## src/rtl/rl_fifo_pkg.sv

```systemverilog
// Shared types and sizing helpers for the rl_fifo FWFT controller.
package rl_fifo_pkg;

    localparam int OQ_DEPTH = 2;

    typedef logic [1:0] oq_cnt_t;

    function automatic int rl_fifo_lvl_w(input int abits);
        return abits + 2;
    endfunction

endpackage

```

## src/rtl/rl_fifo_oq.sv

```systemverilog
// Two-entry output prefetch buffer; head is oq[0], registered count/data.
// Capture lands behind any surviving entry; a pop shifts the buffer by one.
module rl_fifo_oq
    import rl_fifo_pkg::*;
#(
    parameter int DBITS = 32
) (
    input  logic             clk_i,
    input  logic             rst_ni,
    input  logic             clear_i,
    input  logic             cap_i,
    input  logic [DBITS-1:0] cap_dat_i,
    input  logic             pop_i,
    output logic [DBITS-1:0] head_o,
    output logic             vld_o,
    output logic [1:0]       cnt_o
);

    logic [DBITS-1:0] mem_q [OQ_DEPTH];
    logic [DBITS-1:0] mem_d [OQ_DEPTH];
    oq_cnt_t          cnt_q, cnt_d, wr_idx;

    always_comb begin
        mem_d  = mem_q;
        wr_idx = cnt_q - oq_cnt_t'(pop_i);
        if (pop_i) begin
            mem_d[0] = mem_q[1];
        end
        // The upstream issue rule guarantees wr_idx never exceeds 1 here.
        if (cap_i) begin
            if (wr_idx == 2'd0) mem_d[0] = cap_dat_i;
            else                mem_d[1] = cap_dat_i;
        end
        cnt_d = cnt_q - oq_cnt_t'(pop_i) + oq_cnt_t'(cap_i);
    end

    always_ff @(posedge clk_i) begin
        if (!rst_ni) begin
            mem_q <= '{default: '0};
            cnt_q <= '0;
        end else if (clear_i) begin
            cnt_q <= '0;
        end else begin
            mem_q <= mem_d;
            cnt_q <= cnt_d;
        end
    end

    assign head_o = mem_q[0];
    assign vld_o  = (cnt_q != 2'd0);
    assign cnt_o  = cnt_q;

endmodule

```

## src/rtl/rl_fifo_1r1w_ctrl.sv

```systemverilog
// FWFT controller for a 1-cycle-latency 1R1W RAM: push to rvalid_o is 3 cycles, 1 pop/cycle once primed.
// Pushes while full are dropped; RL_FIFO_OVERFLOW_EN adds a sticky ovf_o flag for them.
module rl_fifo_1r1w_ctrl
    import rl_fifo_pkg::*;
#(
    parameter int ABITS = 4,
    parameter int DBITS = 32
) (
    input  logic                            clk_i,
    input  logic                            rst_ni,
    input  logic                            clear_i,
    input  logic                            push_i,
    input  logic [DBITS-1:0]                wdata_i,
    output logic                            full_o,
    output logic [DBITS-1:0]                rdata_o,
    output logic                            rvalid_o,
    input  logic                            rready_i,
    output logic [rl_fifo_lvl_w(ABITS)-1:0] level_o,
    output logic [ABITS-1:0]                ram_waddr_o,
    output logic [DBITS-1:0]                ram_din_o,
    output logic                            ram_we_o,
    output logic [(DBITS+7)/8-1:0]          ram_be_o,
    output logic [ABITS-1:0]                ram_raddr_o,
`ifdef RL_FIFO_OVERFLOW_EN
    output logic                            ovf_o,
`endif
    input  logic [DBITS-1:0]                ram_dout_i
);

    localparam int LW = rl_fifo_lvl_w(ABITS);
    localparam int CW = ABITS + 1;
    localparam logic [CW-1:0] DEPTH = CW'(2**ABITS);

    logic [ABITS-1:0] wr_ptr_q, wr_ptr_d, rd_ptr_q, rd_ptr_d;
    logic [CW-1:0]    ram_cnt_q, ram_cnt_d;
    logic             rd_pend_q;
    logic [LW-1:0]    level_q, level_d;
    logic [1:0]       oq_cnt;
    logic [2:0]       oq_need;
    logic             wr, rd, pop, cap;

    assign full_o  = (ram_cnt_q == DEPTH);
    assign pop     = rvalid_o & rready_i & ~clear_i;
    assign wr      = push_i & ~full_o & ~clear_i;
    assign oq_need = {1'b0, oq_cnt} + {2'b00, rd_pend_q} - {2'b00, pop};
    // Only issue a read if the buffer will have room when the data returns.
    assign rd      = (ram_cnt_q != '0) & (oq_need < 3'd2) & ~clear_i;
    assign cap     = rd_pend_q & ~clear_i;

    always_comb begin
        wr_ptr_d  = wr_ptr_q + ABITS'(wr);
        rd_ptr_d  = rd_ptr_q + ABITS'(rd);
        ram_cnt_d = ram_cnt_q + CW'(wr) - CW'(rd);
        level_d   = level_q + LW'(wr) - LW'(pop);
    end

    always_ff @(posedge clk_i) begin
        if (!rst_ni || clear_i) begin
            wr_ptr_q  <= '0;
            rd_ptr_q  <= '0;
            ram_cnt_q <= '0;
            rd_pend_q <= 1'b0;
            level_q   <= '0;
        end else begin
            wr_ptr_q  <= wr_ptr_d;
            rd_ptr_q  <= rd_ptr_d;
            ram_cnt_q <= ram_cnt_d;
            rd_pend_q <= rd;
            level_q   <= level_d;
        end
    end

`ifdef RL_FIFO_OVERFLOW_EN
    logic ovf_q;

    always_ff @(posedge clk_i) begin
        if (!rst_ni || clear_i) ovf_q <= 1'b0;
        else if (push_i && full_o) ovf_q <= 1'b1;
    end

    assign ovf_o = ovf_q;
`endif

    rl_fifo_oq #(
        .DBITS (DBITS)
    ) u_oq (
        .clk_i     (clk_i),
        .rst_ni    (rst_ni),
        .clear_i   (clear_i),
        .cap_i     (cap),
        .cap_dat_i (ram_dout_i),
        .pop_i     (pop),
        .head_o    (rdata_o),
        .vld_o     (rvalid_o),
        .cnt_o     (oq_cnt)
    );

    assign level_o     = level_q;
    assign ram_we_o    = wr;
    assign ram_waddr_o = wr_ptr_q;
    assign ram_din_o   = wdata_i;
    assign ram_be_o    = '1;
    assign ram_raddr_o = rd_ptr_q;

endmodule

```

## config.mk

```make
export PLATFORM = sky130hd
export DESIGN_NAME = rl_fifo_1r1w_ctrl
export DESIGN_NICKNAME = d
export VERILOG_FILES = /design/src/rtl/rl_fifo_pkg.sv /design/src/rtl/rl_fifo_oq.sv /design/src/rtl/rl_fifo_1r1w_ctrl.sv
export SDC_FILE = /design/constraint.sdc
export NUM_CORES = 1
export LEC_CHECK = 0
export ABC_AREA = 1
export CORE_MARGIN = 2
export CORE_UTILIZATION = 50
export DETAILED_ROUTE_END_ITERATION = 6
export GPL_TIMING_DRIVEN = 0
export PLACE_DENSITY_LB_ADDON = 0.1
export SETUP_SLACK_MARGIN = 0.1
export SYNTH_ARGS = -nofsm -noshare
export SYNTH_HDL_FRONTEND = slang
export SYNTH_SLANG_ARGS = --single-unit
```

## constraint.sdc

```tcl
create_clock -name clk_i -period 8.51 [get_ports clk_i]
set_clock_uncertainty 0.1 [all_clocks]
set_input_delay 0.851 -clock clk_i [delete_from_list [all_inputs] [get_ports clk_i]]
set_output_delay 0.851 -clock clk_i [all_outputs]
set_load 0.01 [all_outputs]
```

Word level (Yosys, flattened, before mapping)
Cells that the tools add are included.
- $add $sub $neg: 10
- $lt $le $gt $ge: 1
- equal/unequal tests: 1
- muxes and demuxes: 4
- bitwise logic cells: 11
- reduce and logical (&&, ||, !) cells: 7
- operators with widths (operator ; number):
    $mux W32 ; 3
    $mux W64 ; 1
    $add A4 B1 Y4 ; 2
    $and A1 B1 Y1 ; 7
    $add A6 B1 Y6 ; 1
    $sub A6 B1 Y6 ; 1
    $add A5 B1 Y5 ; 1
    $eq A5 B5 Y1 const B ; 1
    $reduce_bool A5 Y1 ; 1
    $sub A5 B1 Y5 ; 1
    $not A1 Y1 ; 4
    $add A2 B1 Y3 ; 1
    $lt A3 B2 Y1 const B ; 1
    $reduce_and A3 Y1 ; 1
    $sub A3 B1 Y3 ; 1
    $add A2 B1 Y2 ; 1
    $logic_not A2 Y1 ; 1
    $reduce_bool A2 Y1 ; 1
    $reduce_or A2 Y1 ; 1
    $sub A2 B1 Y2 ; 1
    $logic_not A1 Y1 ; 1
    $logic_or A1 B1 Y1 ; 1
- register bits: 86
- input bits: 69
- output and inout port bits: 85
- word-level logic and storage cells: 42

Depth between registers and ports, before layout
- word-level depth: 8
- mapped depth: 21
- mapped depth without buffers: 20

Cells and area by module
From an unflattened synthesis, not the netlist that was laid out.
- cells, all modules: 696
- area total of the unflattened synthesis: 4884.7 um2
- by module, submodules not included (module ; times used ; cells an instance ; area an instance (um2) ; sequential area each (um2)):
    rl_fifo_oq ; 1 ; 513 ; 3433.3 ; 1321.3
    rl_fifo_1r1w_ctrl ; 1 ; 183 ; 1451.4 ; 400.4

Worst setup path after synthesis
No wires, ideal clock.
- path kind: in2reg
- start: input clear_i
- end: register ram_cnt_q[4]
- library setup time: 70 ps
- data arrival time: 3617 ps
- data required time: 8340 ps
- slack: 4723 ps
- cell stages on the path: 21
- path buffers: 2
- cells stage by stage: buf_6 -> inv_4 -> nand4_4 -> buf_6 -> nand2_1 -> nand2_1 -> fa_1 -> inv_1 -> nor2_1 -> nand3_1 -> nor2_1 -> inv_1 -> nor2_1 -> inv_1 -> nand2_1 -> ha_1 -> inv_1 -> fa_1 -> o31ai_1 -> o21ai_0 -> a21oi_1
- word-level cells in the longest chain between the ends: 7
- elaborated cells on any way between the ends: 10
- classes of those cells: 3 x add/sub; 1 x order compare; 5 x bitwise; 1 x reduce/logical
- RTL lines (what ; RTL line ; source):
    from (decl) ; rl_fifo_1r1w_ctrl.sv:11 ; input logic clear_i,
    $not A1 Y1 (no line) ; -- ;
    $and A1 B1 Y1 ; rl_fifo_1r1w_ctrl.sv:43 ; assign pop = rvalid_o & rready_i & ~clear_i;
    $sub A3 B1 Y3 ; rl_fifo_1r1w_ctrl.sv:45 ; assign oq_need = {1'b0, oq_cnt} + {2'b00, rd_pend_q} - {2'b00, pop};
    $lt A3 B2 Y1 ; rl_fifo_1r1w_ctrl.sv:47 ; assign rd = (ram_cnt_q != '0) & (oq_need < 3'd2) & ~clear_i;
    $and A1 B1 Y1 (2 in a row) ; rl_fifo_1r1w_ctrl.sv:47 ;
    $sub A5 B1 Y5 ; rl_fifo_1r1w_ctrl.sv:53 ; ram_cnt_d = ram_cnt_q + CW'(wr) - CW'(rd);
    to (signal assigned) ; rl_fifo_1r1w_ctrl.sv:67 ; ram_cnt_q <= ram_cnt_d;
    to (decl) ; rl_fifo_1r1w_ctrl.sv:35 ; logic [CW-1:0] ram_cnt_q, ram_cnt_d;
Several ways; a longest one is shown, not always the timed one.
A chain may end at the register's enable or synchronous reset.

Worst setup path in the final report
- start: input rready_i
- end: register ram_cnt_q[4]
- word-level cells in the longest chain between the ends: 7
- RTL lines (what ; RTL line ; source):
    from (decl) ; rl_fifo_1r1w_ctrl.sv:17 ; input logic rready_i,
    $and A1 B1 Y1 (2 in a row) ; rl_fifo_1r1w_ctrl.sv:43 ;
    $sub A3 B1 Y3 ; rl_fifo_1r1w_ctrl.sv:45 ;
    $lt A3 B2 Y1 ; rl_fifo_1r1w_ctrl.sv:47 ;
    $and A1 B1 Y1 (2 in a row) ; rl_fifo_1r1w_ctrl.sv:47 ;
    $sub A5 B1 Y5 ; rl_fifo_1r1w_ctrl.sv:53 ;
No other way between the ends.

==> results.txt <==
CP max stage delay: 590 ps
Iter 0 DRT Violations: 199
P&R area growth vs syn: 33.0%
Congestion Overflow GR: 0
GPL Wtd Cong: 0.836
Via Count: 4261
die width: 99.6 microns
vias in the first global route: 4124
CP delay by family, top: adder cells
post-route minimum period: 4180 ps
relative slew slack: 0.500
Min-Delay Startpoint: u_oq.mem_q[23]
TritonCTS clock tree: built
die height: 99.6 microns
WL final: 10900 microns
cts hold-fix bufs: 0
Least-Margin Pin Slew: 749 ps
Max Freq: 239 MHz
cell area power density: 180 nW/um^2
postcts setup bufs: 0
Gate Count Post-Synth: 614
Final ANT Viol Nets: 0
Clock Tree Buf Depth: 2
TNS Setup: 0 ps
core area: 8810 sq um
initial antenna violation count: 0
dpl cells: 841
crit path DAT: 4390 ps
Clock Latency Late Sink: 380 ps
pin count of the biggest net entering global routing: 19
Pins Over Slew Limit: 0
synth warn: 0
nets: 831
Initial Util: 0.518
I/O pin cnt: 154
layout cells sized above 1: 0.166
Root Buffer: clkbuf_8
Leak Pwr: 2.64 nW
crit-path cells: clkdlybuf4s50_1, nand4_4, buf_6, nand2_1, nand2_1, fa_1, inv_1, nor2_1, nand3_1, nor2_1, inv_1, nor2_1, inv_1, nand2_1, ha_1, inv_1, fa_1, o31ai_1, o21ai_0, a21oi_1
CTS buffer count: 9
drt pass-1 iters: 4
Setup crit start kind: primary input
Slowest cell on crit path: clkdlybuf4s50_1
DP HPWL: 8150 microns
Max IR drop VDD: 0.138 mV
DR DRC count: 0
total die area: 9910 sq um
synthesis-stage register bit count: 86
mean post-synth cell area: 7.44 sq um
crit share post-route: 0.492
Worst Hold Endpoint: u_oq.mem_q[23]
R2R Setup Slk: 4940 ps
max-cap viol count: 0
cells resized by post-CTS repair: 0
CP max FO: 10
endpoints failing setup: 0
wire per inst: 12.7 microns
worst path bufs/invs: 6
CP Capture Type: flip-flop
Finished Layout Cells: 857
GRT Overall Usage: 0.223
HP Class: reg2reg
worst reg2reg endpoint: ram_cnt_q[4]
mapped cell area: 4570 sq um
Rows: 34
worst setup path class: in2reg
reg2reg start: u_oq.cnt_o[1]
r2r worst-path depth: 19
Distinct cells, synth: 32
Seq/Total Area, Yosys: 0.377
cell mode on critical path: inv_1
H-tree depth: 3
Hold Fails Final Rpt: 0
RSZ-0062 raised after global routing: false
CTS clk-pin slew, worst paths: 100 ps
IO Port Bufs: 116
vias per cell: 4.97
Worst EP required: 8720 ps
worst hold path cell count: 2
TritonCTS Sinks: 86
# diodes: 0
first-pass GRT wire length: 18000 microns
status: complete, no violations
## power by group
part           total, W  switching [W]  internal [W]
logic          0.000346       0.000166      0.000180
registers      0.000456      0.0000208      0.000436
clock network  0.000289       0.000173      0.000117
total           0.00109       0.000360      0.000732
## per-layer routing
metal	track usage	up-vias	share of wire
met5	0	-	0
met4	0.0706	0	0.015
met2	0.395	123	0.50
met1	0.270	1960	0.43
li1	-	2162	-
met3	0.0457	16	0.051
## synthesized netlist by cell type, drive strengths merged
library cell,count,area share
a21oi,16,0.018
buf,91,0.15
clkbuf,6,0.0049
conb,1,0.00082
dfxtp,86,0.38
fa,3,0.013
ha,15,0.041
inv,40,0.033
nand2,87,0.076
nand3,63,0.072
nand4,8,0.018
nor2,123,0.11
nor3,1,0.0011
nor3b,1,0.0016
o21ai,66,0.075
o31ai,1,0.0016
xnor2,4,0.0077
xor2,2,0.0038
## cell type report
cell class	instances	area [sq um]
Timing Repair Buffer	116	1160
Fill cell	769	2730
Multi-Input combinational cell	394	2000
Inverter	40	153
Buffer	97	701
Clock inverter	7	76.3
Sequential cell	86	1720
Tap cell	108	135
Clock buffer	9	124
## sequential cells by signal, summed over array words and instances (netlist names)
signal / count
u_oq.head_o: 32
rd_pend_q: 1
u_oq.mem_q: 32
level_o: 6
ram_cnt_q: 5
u_oq.cnt_o: 2
ram_waddr_o: 4
ram_raddr_o: 4
## cell usage in the layout (no fill, tap or decap), drive strengths merged
cell type	Yosys	final
a21oi	16	16
buf	91	91
clkbuf	6	15
clkdlybuf4s50	0	116
clkinv	0	3
conb	1	4
dfxtp	86	86
fa	3	3
ha	15	15
inv	40	44
nand2	87	87
nand3	63	63
nand4	8	8
nor2	123	123
nor3	1	1
nor3b	1	1
o21ai	66	66
o31ai	1	1
xnor2	4	4
xor2	2	2
## worst register-to-register path, delay by kind of cell (launching register included)
family | cells | cell delay [ps]
adder cells (fa/ha/maj) | 3 | 1070
AND/OR/NAND/NOR | 8 | 870
AO/OA/AOI/OAI | 3 | 570
flip-flops | 1 | 460
buffers and inverters | 5 | 460
## logic make-up (layout without fill, tap and decap cells)
family                     Yosys count  in the layout  share of synthesized area
xor gates and xnor gates             6              6                     0.0115
DFF                                 86             86                      0.377
and+or+nand+nor                    283            283                      0.275
adders and majority gates           18             18                     0.0543
other                                1              4                   0.000821
buffers and inverters              137            269                      0.187
AOI/OAI and AO/OA                   83             83                     0.0940
## per-stage QoR
stage                     hold WS [ps]  instance area (sq um)  power [W]   util  worst slack (ps)
after detailed placement           373                   5870   0.000811  0.667              3950
after global placement             363                   5870   0.000799  0.667              4030
after floorplan                    355                   4580   0.000685      -              4720
final                              393                   6070    0.00109  0.690              4330
after global routing               409                   6070    0.00116  0.690              4070
after CTS                          395                   6070    0.00110  0.690              4340
## worst max-delay path by stage
stage,from,end,cells after the start
5_1_grt,rready_i,ram_cnt_q[4],20
4_1_cts,rready_i,ram_cnt_q[4],20
3_5_place_dp,rready_i,ram_cnt_q[4],20
2_1_floorplan,clear_i,ram_cnt_q[4],21
6_report,rready_i,ram_cnt_q[4],20
3_3_place_gp,rready_i,ram_cnt_q[4],20
(Power assumes the default switching activity.)
